## config.mk

```make
export PLATFORM = sky130hd
export DESIGN_NAME = mem_arbiter
export DESIGN_NICKNAME = d
export VERILOG_FILES = /design/src/rtl/mem_pkg.sv /design/src/rtl/arb_slot.sv /design/src/rtl/mem_arbiter.sv
export SDC_FILE = /design/constraint.sdc
export NUM_CORES = 1
export LEC_CHECK = 0
export ABC_AREA = 0
export CORE_UTILIZATION = 30
export CTS_CLUSTER_DIAMETER = 30
export CTS_CLUSTER_SIZE = 10
export DETAILED_ROUTE_END_ITERATION = 12
export GPL_TIMING_DRIVEN = 0
export PLACE_DENSITY = 0.54
export SLEW_MARGIN = 10
export SYNTH_ARGS = -nofsm -noshare
export SYNTH_HDL_FRONTEND = slang
export SYNTH_SLANG_ARGS = --single-unit
```

## constraint.sdc

```tcl
create_clock -name clk_in -period 2.2 [get_ports clk_in]
set_clock_uncertainty 0.1 [all_clocks]
set_input_delay 0.44 -clock clk_in [delete_from_list [all_inputs] [get_ports clk_in]]
set_output_delay 0.44 -clock clk_in [all_outputs]
set_load 0.1 [all_outputs]
```

## src/rtl/mem_pkg.sv

```systemverilog
// Shared types and constants for the memory request arbiter.
package mem_pkg;

  typedef enum logic [1:0] {
    IDLE,
    ISSUE,
    WAIT
  } state_t;

  typedef enum logic {
    OWN_IF,
    OWN_LS
  } owner_t;

  localparam logic       READ_FLAG  = 1'b0;
  localparam logic       WRITE_FLAG = 1'b1;
  localparam logic [2:0] SIZE_WORD  = 3'd4;

  typedef struct packed {
    logic        we;
    logic [31:0] addr;
    logic [31:0] wdata;
    logic [2:0]  size;
  } ls_req_t;

endpackage

```

## src/rtl/arb_slot.sv

```systemverilog
// One-entry request holding register; clear has priority over accept.
module arb_slot #(
  parameter int W = 32
) (
  input  logic         clk,
  input  logic         rst_n,
  input  logic         en,
  input  logic         accept,
  input  logic         clear,
  input  logic [W-1:0] din,
  output logic         valid,
  output logic [W-1:0] dout
);

  always_ff @(posedge clk or negedge rst_n) begin
    if (!rst_n) begin
      valid <= 1'b0;
      dout  <= '0;
    end else if (en) begin
      if (clear) begin
        valid <= 1'b0;
      end else if (accept) begin
        valid <= 1'b1;
        dout  <= din;
      end
    end
  end

endmodule

```

## src/rtl/mem_arbiter.sv

```systemverilog
// Fetch/LSU arbiter in front of the byte-serial memory controller.
// state | meaning
// IDLE  | no op in flight; issue the winning slot if any is live
// ISSUE | mem_valid_out held until the controller accepts
// WAIT  | accepted; waiting for mem_done_in to route the completion
module mem_arbiter
  import mem_pkg::*;
#(
  parameter int STARVE_LIMIT = 4
) (
  input  logic        clk_in,
  input  logic        rst_n_in,
  input  logic        rdy_in,
  input  logic        flush_in,
  input  logic        if_req_in,
  input  logic [31:0] if_addr_in,
  output logic        if_ready_out,
  output logic        if_done_out,
  output logic [31:0] if_inst_out,
  input  logic        ls_req_in,
  input  logic        ls_we_in,
  input  logic [31:0] ls_addr_in,
  input  logic [31:0] ls_wdata_in,
  input  logic [2:0]  ls_size_in,
  output logic        ls_ready_out,
  output logic        ls_done_out,
  output logic [31:0] ls_rdata_out,
  output logic        mem_valid_out,
  output logic        mem_we_out,
  output logic [31:0] mem_addr_out,
  output logic [31:0] mem_wdata_out,
  output logic [2:0]  mem_size_out,
  input  logic        mem_ready_in,
  input  logic        mem_done_in,
  input  logic [31:0] mem_rdata_in
);

  localparam logic [2:0] STARVE_MAX = 3'(STARVE_LIMIT);

  state_t      state, next_state;
  owner_t      owner;
  logic        killed;
  logic [2:0]  starve_cnt;
  logic        if_valid, ls_valid;
  logic [31:0] if_addr_q;
  ls_req_t     ls_din, ls_q;
  logic        if_live, ls_live, fetch_wins, issue, complete;
  logic        if_accept, ls_accept, if_clear, ls_clear;
  logic        killable, kill_now;

  assign if_ready_out = !if_valid;
  assign ls_ready_out = !ls_valid;
  assign ls_din       = '{ls_we_in, ls_addr_in, ls_wdata_in, ls_size_in};

  // A flush removes entries before arbitration, so a flushed slot never issues.
  assign if_live    = if_valid && !flush_in;
  assign ls_live    = ls_valid && !(flush_in && ls_q.we == READ_FLAG);
  assign fetch_wins = if_live && (!ls_live || starve_cnt == STARVE_MAX);
  assign issue      = (state == IDLE) && (if_live || ls_live);

  assign if_accept = if_req_in && !if_valid && !flush_in;
  assign ls_accept = ls_req_in && !ls_valid;
  assign if_clear  = flush_in || (issue && fetch_wins);
  assign ls_clear  = (ls_valid && !ls_live) || (issue && !fetch_wins);

  assign killable = (owner == OWN_IF) || (mem_we_out != WRITE_FLAG);
  assign kill_now = killed || (flush_in && killable);

  arb_slot #(.W(32)) u_if_slot (
    .clk    (clk_in),
    .rst_n  (rst_n_in),
    .en     (rdy_in),
    .accept (if_accept),
    .clear  (if_clear),
    .din    (if_addr_in),
    .valid  (if_valid),
    .dout   (if_addr_q)
  );

  arb_slot #(.W($bits(ls_req_t))) u_ls_slot (
    .clk    (clk_in),
    .rst_n  (rst_n_in),
    .en     (rdy_in),
    .accept (ls_accept),
    .clear  (ls_clear),
    .din    (ls_din),
    .valid  (ls_valid),
    .dout   (ls_q)
  );

  always_ff @(posedge clk_in or negedge rst_n_in) begin
    if (!rst_n_in) begin
      state <= IDLE;
    end else if (rdy_in) begin
      state <= next_state;
    end
  end

  always_comb begin
    next_state = state;
    complete   = 1'b0;
    unique case (state)
      IDLE: begin
        if (issue) next_state = ISSUE;
      end
      ISSUE: begin
        if (mem_ready_in) begin
          if (mem_done_in) begin
            complete   = 1'b1;
            next_state = IDLE;
          end else begin
            next_state = WAIT;
          end
        end
      end
      WAIT: begin
        if (mem_done_in) begin
          complete   = 1'b1;
          next_state = IDLE;
        end
      end
      default: next_state = IDLE;
    endcase
  end

  always_ff @(posedge clk_in or negedge rst_n_in) begin
    if (!rst_n_in) begin
      owner         <= OWN_IF;
      killed        <= 1'b0;
      starve_cnt    <= '0;
      mem_valid_out <= 1'b0;
      mem_we_out    <= READ_FLAG;
      mem_addr_out  <= '0;
      mem_wdata_out <= '0;
      mem_size_out  <= '0;
      if_done_out   <= 1'b0;
      if_inst_out   <= '0;
      ls_done_out   <= 1'b0;
      ls_rdata_out  <= '0;
    end else if (rdy_in) begin
      if_done_out <= 1'b0;
      ls_done_out <= 1'b0;

      if (issue) begin
        mem_valid_out <= 1'b1;
        if (fetch_wins) begin
          owner         <= OWN_IF;
          mem_we_out    <= READ_FLAG;
          mem_addr_out  <= if_addr_q;
          mem_wdata_out <= '0;
          mem_size_out  <= SIZE_WORD;
          starve_cnt    <= '0;
        end else begin
          owner         <= OWN_LS;
          mem_we_out    <= ls_q.we;
          mem_addr_out  <= ls_q.addr;
          mem_wdata_out <= ls_q.wdata;
          mem_size_out  <= ls_q.size;
          if (if_live && starve_cnt != 3'd7) starve_cnt <= starve_cnt + 3'd1;
        end
      end else if (state == ISSUE && mem_ready_in) begin
        mem_valid_out <= 1'b0;
      end

      if (complete && !kill_now) begin
        if (owner == OWN_IF) begin
          if_done_out <= 1'b1;
          if_inst_out <= mem_rdata_in;
        end else begin
          ls_done_out  <= 1'b1;
          ls_rdata_out <= mem_rdata_in;
        end
      end

      if (complete) begin
        killed <= 1'b0;
      end else if (flush_in && state != IDLE && killable) begin
        killed <= 1'b1;
      end
    end
  end

endmodule

```

==> impl_metrics.json, run 1 <==
{
  "worstPathCellList": "inv_1 -> buf_2",
  "worstPathRequired_ps": 1660,
  "yosysTopAreaCell": "dfrtp_1",
  "critPathKind": "flop to output pin",
  "reg2reg_from": "state[0]",
  "clk_pin_slew_ps": 40,
  "antenna_found_initial": 3,
  "remaining_drc_errors": 0,
  "worst_slew_margin_rel_pct": 58.7,
  "n_fill_cell": 2823,
  "drt_iter0_drc": 215,
  "period_share_pct": 96.1,
  "hold_slack_ps": 177,
  "cp-start-kind": "flop",
  "drive_gt1_share_pct": 42.5,
  "hold_class": "primary input to flop",
  "routed_wl_mm": 26.8,
  "grt_pass1_wl_mm": 42.8,
  "yosysSeqAreaShare_pct": 62.9,
  "critical_path.startpoint": "u_if_slot.valid",
  "finalSetupViolCount": 0,
  "period_minus_slack_ps": 2110,
  "synth_fp_nets": 855,
  "ioPinCount": 277,
  "clkLatencyLatePin_ps": 530,
  "status": "completed",
  "die_h_um": 182,
  "ctsHtreeMaxLevel": 3,
  "holdCritStartpoint": "rdy_in",
  "yosysMostFrequentCell": "dfrtp_1",
  "fp.dieW_um": 182,
  "cts_tree": "built",
  "ant_nets": 0,
  "wl_per_cell_um": 17.7,
  "grt_remaining_overflow": 0,
  "cp.arrival_ps": 1570,
  "postSynth.asyncResetShare_pct": 100,
  "synth_cells": 709,
  "cp_max_fo": 6,
  "firstDrtPassIters": 4,
  "avgSynthCellArea_um2": 13.7,
  "grt_max_degree": 105,
  "end_kind": "output pin",
  "core_mm2": 0.0317,
  "numClockSinks": 244,
  "fp-row-count": 65,
  "grt_usage_pct": 16.8,
  "fmax_ghz": 0.473,
  "ys_ff_latch": 244,
  "cts-root-buf": "clkbuf_16",
  "synth-edff-count": 0,
  "numPortBuffers": 274,
  "synthFlopType": "dfrtp_1",
  "vias_per_cell": 4.54,
  "synth_top_area_share_pct": 62.9,
  "synth_area_leaders": "dfrtp_1 (63%), mux2_2 (19%), mux2i_1 (3.4%)",
  "dp_hpwl_mm": 18.2,
  "place_congestion": 0.769,
  "grt_pass1_vias": 7477,
  "synth_common_cells": "dfrtp_1 (244), mux2_2 (165), inv_1 (44)",
  "critical-path-max-stage-delay_ps": 450,
  "final-hold-violation-count": 0,
  "max_cap_viol_count": 0,
  "cts.path.max_buffers": 3,
  "dieArea_mm2": 0.0331,
  "vias": 6882,
  "syn_area_mm2": 0.00970,
  "area_growth_pct": 61.8,
  "synthDistinctLibCells": 35,
  "start_util_pct": 30.6,
  "ys_warn_count": 0,
  "slew_violations": 0,
  "cp_slowest_cell": "buf_2",
  "cts_made_buffers": 67,
  "nNetsFinal": 1206,
  "worstMarginPinSlew_ps": 618
}
area by class of cell:
cell class                 instances  area [um2]  area share [%]
antenna                            1        2.50          0.0159
tap                              402         503            3.20
inverter                          44         169            1.08
clock inverter                    34         495            3.16
timing repair buffer             282        3020            19.2
sequential                       244        6110            38.9
clock buffer                      88        1860            11.8
multi-input combinational        381        3260            20.8
buffer                            40         290            1.85
cell families (layout without fill, tap and decap cells):
logic type	Yosys count	count (layout)	share of synthesized area [%]
other cells	0	1	0
simple gates	86	86	4.58
mux	198	198	22.6
flops	244	244	62.9
compound gates	91	91	5.31
fa+ha+maj	6	6	0.774
buf+inv	84	488	3.87
critical path, delay by kind of cell, from the launching register on:
family                 cells  cell delay (ps)
buffers and inverters      2              610
DFF                        1              430
through the flow:
| stage | setup TNS (ps) | instances | setup WS (ps) | area, um2 | utilization, % |
|---|---|---|---|---|---|
| after floorplan | 0 | 709 | 42.7 | 9710 | - |
| after global placement | -2631410 | 1385 | -11560 | 13000 | 40.9 |
| after CTS | 0 | 1514 | 1.20 | 15600 | 49.3 |
| final | 0 | 1516 | 86.5 | 15700 | 49.5 |
| after detailed placement | -56790 | 1387 | -621 | 13000 | 41.0 |
| after global routing | -3.38 | 1515 | -3.38 | 15700 | 49.5 |
state kept, by name, summed over array words and instances (netlist names), 2 cells and up:
signal	cells
u_if_slot.dout	32
mem_size_out	3
if_inst_out	32
u_ls_slot.dout	68
mem_wdata_out	32
mem_addr_out	32
starve_cnt	3
state	2
ls_rdata_out	32
what timing repair did:
| item | CTS | global route |
|---|---|---|
| resized for setup | 432 | 22 |
| hold buffers | 1 | 0 |
| endpoints found under the setup margin | 306 | 115 |
| pin swaps | 2 | 2 |
| gates cloned | 0 | 0 |
| endpoints found under the hold margin | 40 | 0 |
| buffers inserted | 4 | 1 |
worst paths after layout:
| check | endpoint | slack, ps | cells after the start |
|---|---|---|---|
| max in group asynchronous | u_ls_slot.dout[31] | 840 | 3 |
| setup / recovery | if_ready_out | 90 | 2 |
| hold / removal | u_if_slot.valid | 180 | 2 |
| min in group asynchronous | ls_rdata_out[13] | 290 | 2 |
| setup reg to reg | ls_rdata_out[15] | 100 | 8 |
| hold reg to reg | mem_wdata_out[9] | 380 | 2 |
per-layer routing:
metal	up-vias	GRT usage [%]	part of all wire [%]
met5	-	0	0.045
met4	2	5.34	1.5
met3	36	8.38	12
met2	271	26.4	46
met1	3361	19.9	41
li1	3212	-	-
placed cells by master (no fill, tap or decap), types with 5 or more instances in the layout:
master / count
clkbuf_1: 14
clkinv_2: 13
a21oi_1: 36
clkdlybuf4s50_1: 136
mux2i_1: 33
nor2_1: 35
dfrtp_1: 243
clkinvlp_4: 6
buf_2: 22
nand3_1: 35
mux2_2: 165
bufinv_16: 11
inv_1: 41
clkbuf_8: 8
clkdlybuf4s15_2: 135
buf_4: 7
o21ai_0: 38
clkbuf_16: 68
clkbuf_2: 5
Power of run 1 is left out: the tool's default activity adds up to more than one toggle a clock period on the data nets, which glitch-free logic cannot reach.
==> inputs of run 2 (changes only) <==
Settings changed: CORE_MARGIN set to 8, TNS_END_PERCENT set to 10.
==> run 2 against run 1 <==
  * The flow now finishes with violations (setup timing)
  * Critical path depth grew 7
  * First-iteration DRC count shrank 8.8%
  * Wire length rose by 10%
  * Die area rose by 16%
  * Highest routed layer unchanged
  * Global-route usage decreased by 1.7 points
  * Sequential share of layout area shrank 0.36 points
  * Cell area up 0.93%
  * Cell count increased by 0.53%
  * Worst hold slack worse by 11 ps
  * Sequential cell count unchanged
  * Register-to-register slack lost 110 ps
==> impl_metrics.json, run 2 (same netlist as run 1, synthesis figures left out) <==
{
  "final_common_cell": "dfrtp_1",
  "vias": 6937,
  "r2r_slack_ps": -10,
  "cts.path.max_buffers": 3,
  "fin_ws_ps": -14.1,
  "holdPathStages": 2,
  "critPathKind": "flop to flop",
  "period_minus_slack_ps": 2210,
  "dp_hpwl_mm": 20.3,
  "largest_reg_flops": 68,
  "ctsHtreeMaxLevel": 3,
  "period_share_pct": 101,
  "nNetsFinal": 1212,
  "critical-path-max-stage-delay_ps": 380,
  "dieArea_mm2": 0.0384,
  "firstDrtPassIters": 4,
  "clk_pin_slew_ps": 40,
  "antenna_found_initial": 7,
  "place_congestion": 0.779,
  "remaining_drc_errors": 0,
  "cts_made_buffers": 66,
  "cts-root-buf": "clkbuf_16",
  "status": "finished, violations left",
  "routed_wl_mm": 29.5,
  "postLayoutCoreUtil_pct": 49.2,
  "fp.dieW_um": 196,
  "ant_nets": 0,
  "final-hold-violation-count": 0,
  "hold_class": "primary input to flop",
  "end_kind": "flop",
  "cp_max_fo": 5,
  "ioPinCount": 277,
  "power.leakage_uw": 0.00716,
  "reg2reg_from": "state[1]",
  "area_growth_pct": 63.3,
  "layout_common_cells": "dfrtp_1 (243), mux2_2 (138), clkdlybuf4s50_1 (136), clkdlybuf4s15_2 (135), clkbuf_16 (70)",
  "grt_remaining_overflow": 0,
  "largest_register": "u_ls_slot.dout",
  "grt_max_degree": 101,
  "finalSetupViolCount": 3,
  "peakVddDrop_uv": 1270,
  "grt_pass1_vias": 7675,
  "worstMarginPinSlew_ps": 628,
  "numPortBuffers": 274,
  "rr_worst_depth": 9,
  "worstPathCellList": "inv_2 -> ha_4 -> a21oi_2 -> nand4b_4 -> nor4b_4 -> buf_4 -> buf_6 -> buf_12 -> mux2_2",
  "cp_slowest_cell": "dfrtp_1",
  "violations": "setup timing",
  "critical_path.startpoint": "state[1]",
  "endpoint": "ls_rdata_out[25]",
  "vias_per_cell": 4.55,
  "grt_usage_pct": 15.0,
  "max_cap_viol_count": 0,
  "drt_iter0_drc": 196,
  "worstPathRequired_ps": 2510,
  "p_per_area_mw_per_mm2": 1890,
  "finalSetupTns_ps": -29.9,
  "slew_violations": 0,
  "core_mm2": 0.0322,
  "rsz0062_at_grt": "true",
  "die_h_um": 196,
  "cp-start-kind": "flop",
  "diodes": 0,
  "clkLatencyLatePin_ps": 530,
  "grt_pass1_wl_mm": 45.3,
  "cts_tree": "built",
  "cp.arrival_ps": 2520,
  "drive_gt1_share_pct": 43.0,
  "fp-row-count": 66,
  "start_util_pct": 30.1,
  "reg2reg_to": "ls_rdata_out[25]",
  "wl_per_cell_um": 19.4,
  "numClockSinks": 244,
  "fmax_ghz": 0.452,
  "worst_slew_margin_rel_pct": 58.1
}
[run 2: worst min-delay path by stage]
stage / startpoint / to / slack (ps)
3_3_place_gp: if_done_out / if_done_out / 360
2_1_floorplan: rst_n_in / if_done_out / 40
6_report: rdy_in / u_if_slot.valid / 170
5_1_grt: rdy_in / u_if_slot.valid / 150
3_5_place_dp: rst_n_in / if_inst_out[11] / 300
4_1_cts: rdy_in / u_if_slot.valid / 150
[run 2: cell type report]
cell class	count	area, um2
fill	2840	16400
sequential	244	6110
multi-input combinational	381	3370
timing repair buffer	289	3130
clock buffer	85	1850
tap	408	510
clock inverter	33	445
buffer	40	264
inverter	44	165
[run 2: power by group]
group	total, uW	internal [uW]	switching [uW]
Combinational	12800	3390	9400
Clock	9750	6950	2800
Sequential	7480	6430	1050
[run 2: per-stage QoR]
step	setup WS, ps	cell area, um2	hold WS [ps]	power (uW)	cells
4_1_cts	-132	15500	146	30100	1512
2_1_floorplan	-0.717	9710	44.4	17000	709
3_5_place_dp	-560	13000	302	20400	1393
6_report	-14.1	15800	167	30000	1524
3_3_place_gp	-11460	13000	363	20300	1391
5_1_grt	-115	15800	154	31400	1524
[run 2: critical path, delay by kind of cell, from the launching register on]
kind	cells	cell delay, ps
AND/OR/NAND/NOR	2	550
buffers and inverters	4	530
flip-flops	1	380
multiplexers	1	330
adder cells (fa/ha/maj)	1	160
AO/OA/AOI/OAI	1	50
[run 2: metal layers]
metal	vias up	share of wire, %	track usage [%]
met2	266	44	22.5
met4	14	1.2	4.24
met3	46	11	8.12
met1	3412	43	18.6
li1	3199	-	-
met5	-	0.30	0
[run 2: repair_timing]
action                     in CTS  in global routing
setup buffers                   0                  8
setup endpoints to repair     285                140
hold buffers                    1                  0
pin swaps                       0                  2
gates resized for setup       429                 49
hold endpoints to repair       51                  0
cloned                          0                  4
Power figures use the tool's default switching activity.
==> inputs of run 3 (changes only) <==
Settings changed: CORE_MARGIN 8 to 2, SLEW_MARGIN 10 to not set.
==> run 3 against run 2 <==
  * The flow now finishes without violations
  * Utilization fell by 0.13 points
  * Critical path depth shrank 7
  * Worst setup slack better by 99 ps
  * Sequential share of layout area up 0.69 points
  * Worst hold slack gained 19 ps
  * First-iteration DRC count increased by 12%
  * Fmax rose by 4.7%
  * Cell area fell by 1.8%
  * Cell count is 0.52% lower
  * Die area shrank 12%
  * Largest cell class unchanged
==> impl_metrics.json, run 3 (same netlist as run 1, synthesis figures left out) <==
{
  "finalSetupViolCount": 0,
  "vias_per_cell": 4.56,
  "period_share_pct": 96.1,
  "core_mm2": 0.0317,
  "place_congestion": 0.721,
  "preCtsSetupSlack_ps": -550,
  "grt_pass1_vias": 7405,
  "cp.arrival_ps": 1570,
  "vias": 6912,
  "worstPathRequired_ps": 1660,
  "numPortBuffers": 274,
  "wl_per_cell_um": 17.9,
  "drt_iter0_drc": 220,
  "critPathKind": "flop to output pin",
  "fp.dieW_um": 184,
  "numClockSinks": 244,
  "cp-start-kind": "flop",
  "grt_max_degree": 96,
  "cp_max_fo": 5,
  "cts_made_buffers": 69,
  "routed_wl_mm": 27.1,
  "r2r_slack_ps": 100,
  "end_kind": "output pin",
  "remaining_drc_errors": 0,
  "area_growth_pct": 60.4,
  "cts.path.max_buffers": 3,
  "cts_tree": "built",
  "grt_pass1_wl_mm": 42.2,
  "rsz0062_at_grt": "true",
  "ioPinCount": 277,
  "fp-row-count": 65,
  "clk_pin_slew_ps": 40,
  "ant_nets": 0,
  "drive_gt1_share_pct": 42.2,
  "slew_violations": 0,
  "largest_reg_flops": 68,
  "max_cap_viol_count": 0,
  "fin_ws_ps": 85.3,
  "dp_hpwl_mm": 18.4,
  "firstDrtPassIters": 4,
  "grt_usage_pct": 16.2,
  "hold_class": "primary input to flop",
  "die_h_um": 184,
  "largest_register": "u_ls_slot.dout",
  "ctsHtreeMaxLevel": 3,
  "worst_slew_margin_rel_pct": 59.6,
  "antenna_found_initial": 2,
  "start_util_pct": 30.6,
  "final_common_cell": "dfrtp_1",
  "final-hold-violation-count": 0,
  "period_minus_slack_ps": 2110,
  "dieArea_mm2": 0.0338,
  "worstMarginPinSlew_ps": 604,
  "clkLatencyLatePin_ps": 550,
  "fmax_ghz": 0.473,
  "status": "completed",
  "layout_common_cells": "dfrtp_1 (243), mux2_2 (165), clkdlybuf4s50_1 (136), clkdlybuf4s15_2 (135), clkbuf_16 (69)",
  "cts-root-buf": "clkbuf_16",
  "grt_remaining_overflow": 0,
  "nNetsFinal": 1209
}
-- run 3: worst paths after layout --
kind	start	to	depth (start not counted)
max	u_ls_slot.valid	ls_ready_out	2
max reg2reg	state[1]	ls_rdata_out[28]	8
max in group asynchronous	rst_n_in	u_if_slot.dout[9]	3
min reg2reg	mem_valid_out	mem_valid_out	1
min	rdy_in	u_if_slot.valid	2
min in group asynchronous	rst_n_in	ls_rdata_out[29]	2
-- run 3: per-stage QoR --
| stage | cell area [um2] | hold slack, ps | cells | utilization (%) | TNS [ps] |
|---|---|---|---|---|---|
| after CTS | 15500 | 176 | 1511 | 48.8 | -984 |
| after detailed placement | 13000 | 333 | 1387 | 41.0 | -53380 |
| after global placement | 13000 | 363 | 1385 | 40.8 | -2616730 |
| after floorplan | 9710 | 44.4 | 709 | - | -6.46 |
| after global routing | 15600 | 193 | 1515 | 49.1 | -328 |
| final | 15600 | 186 | 1516 | 49.1 | 0 |
-- run 3: per-layer routing --
| layer | track usage [%] | share of wire, % |
|---|---|---|
| met5 | 0 | 0.10 |
| met4 | 6.05 | 2.6 |
| met3 | 8.60 | 12 |
| met2 | 25.0 | 44 |
| met1 | 19.1 | 41 |
-- run 3: worst max-delay path, stage by stage, from the launching register on --
cell     delay (ps)
dfrtp_1         410
inv_1           150
buf_2           480
-- run 3: cell type report --
class,instances,area [um2]
Clock buffer,97,1990
Fill cell,2846,16100
Multi-Input combinational cell,381,3250
Buffer,40,270
Antenna cell,1,2.50
Timing Repair Buffer,283,3030
Tap cell,402,503
Inverter,44,165
Sequential cell,244,6110
Clock inverter,24,255
-- run 3: timing repair --
action	4_1_cts	5_1_grt
hold endpoints to repair	63	0
hold buffers	1	0
buffers inserted	2	4
endpoints found under the setup margin	283	140
gates resized for setup	428	22
pin swaps	1	2
Power of run 3 is left out for the same reason.
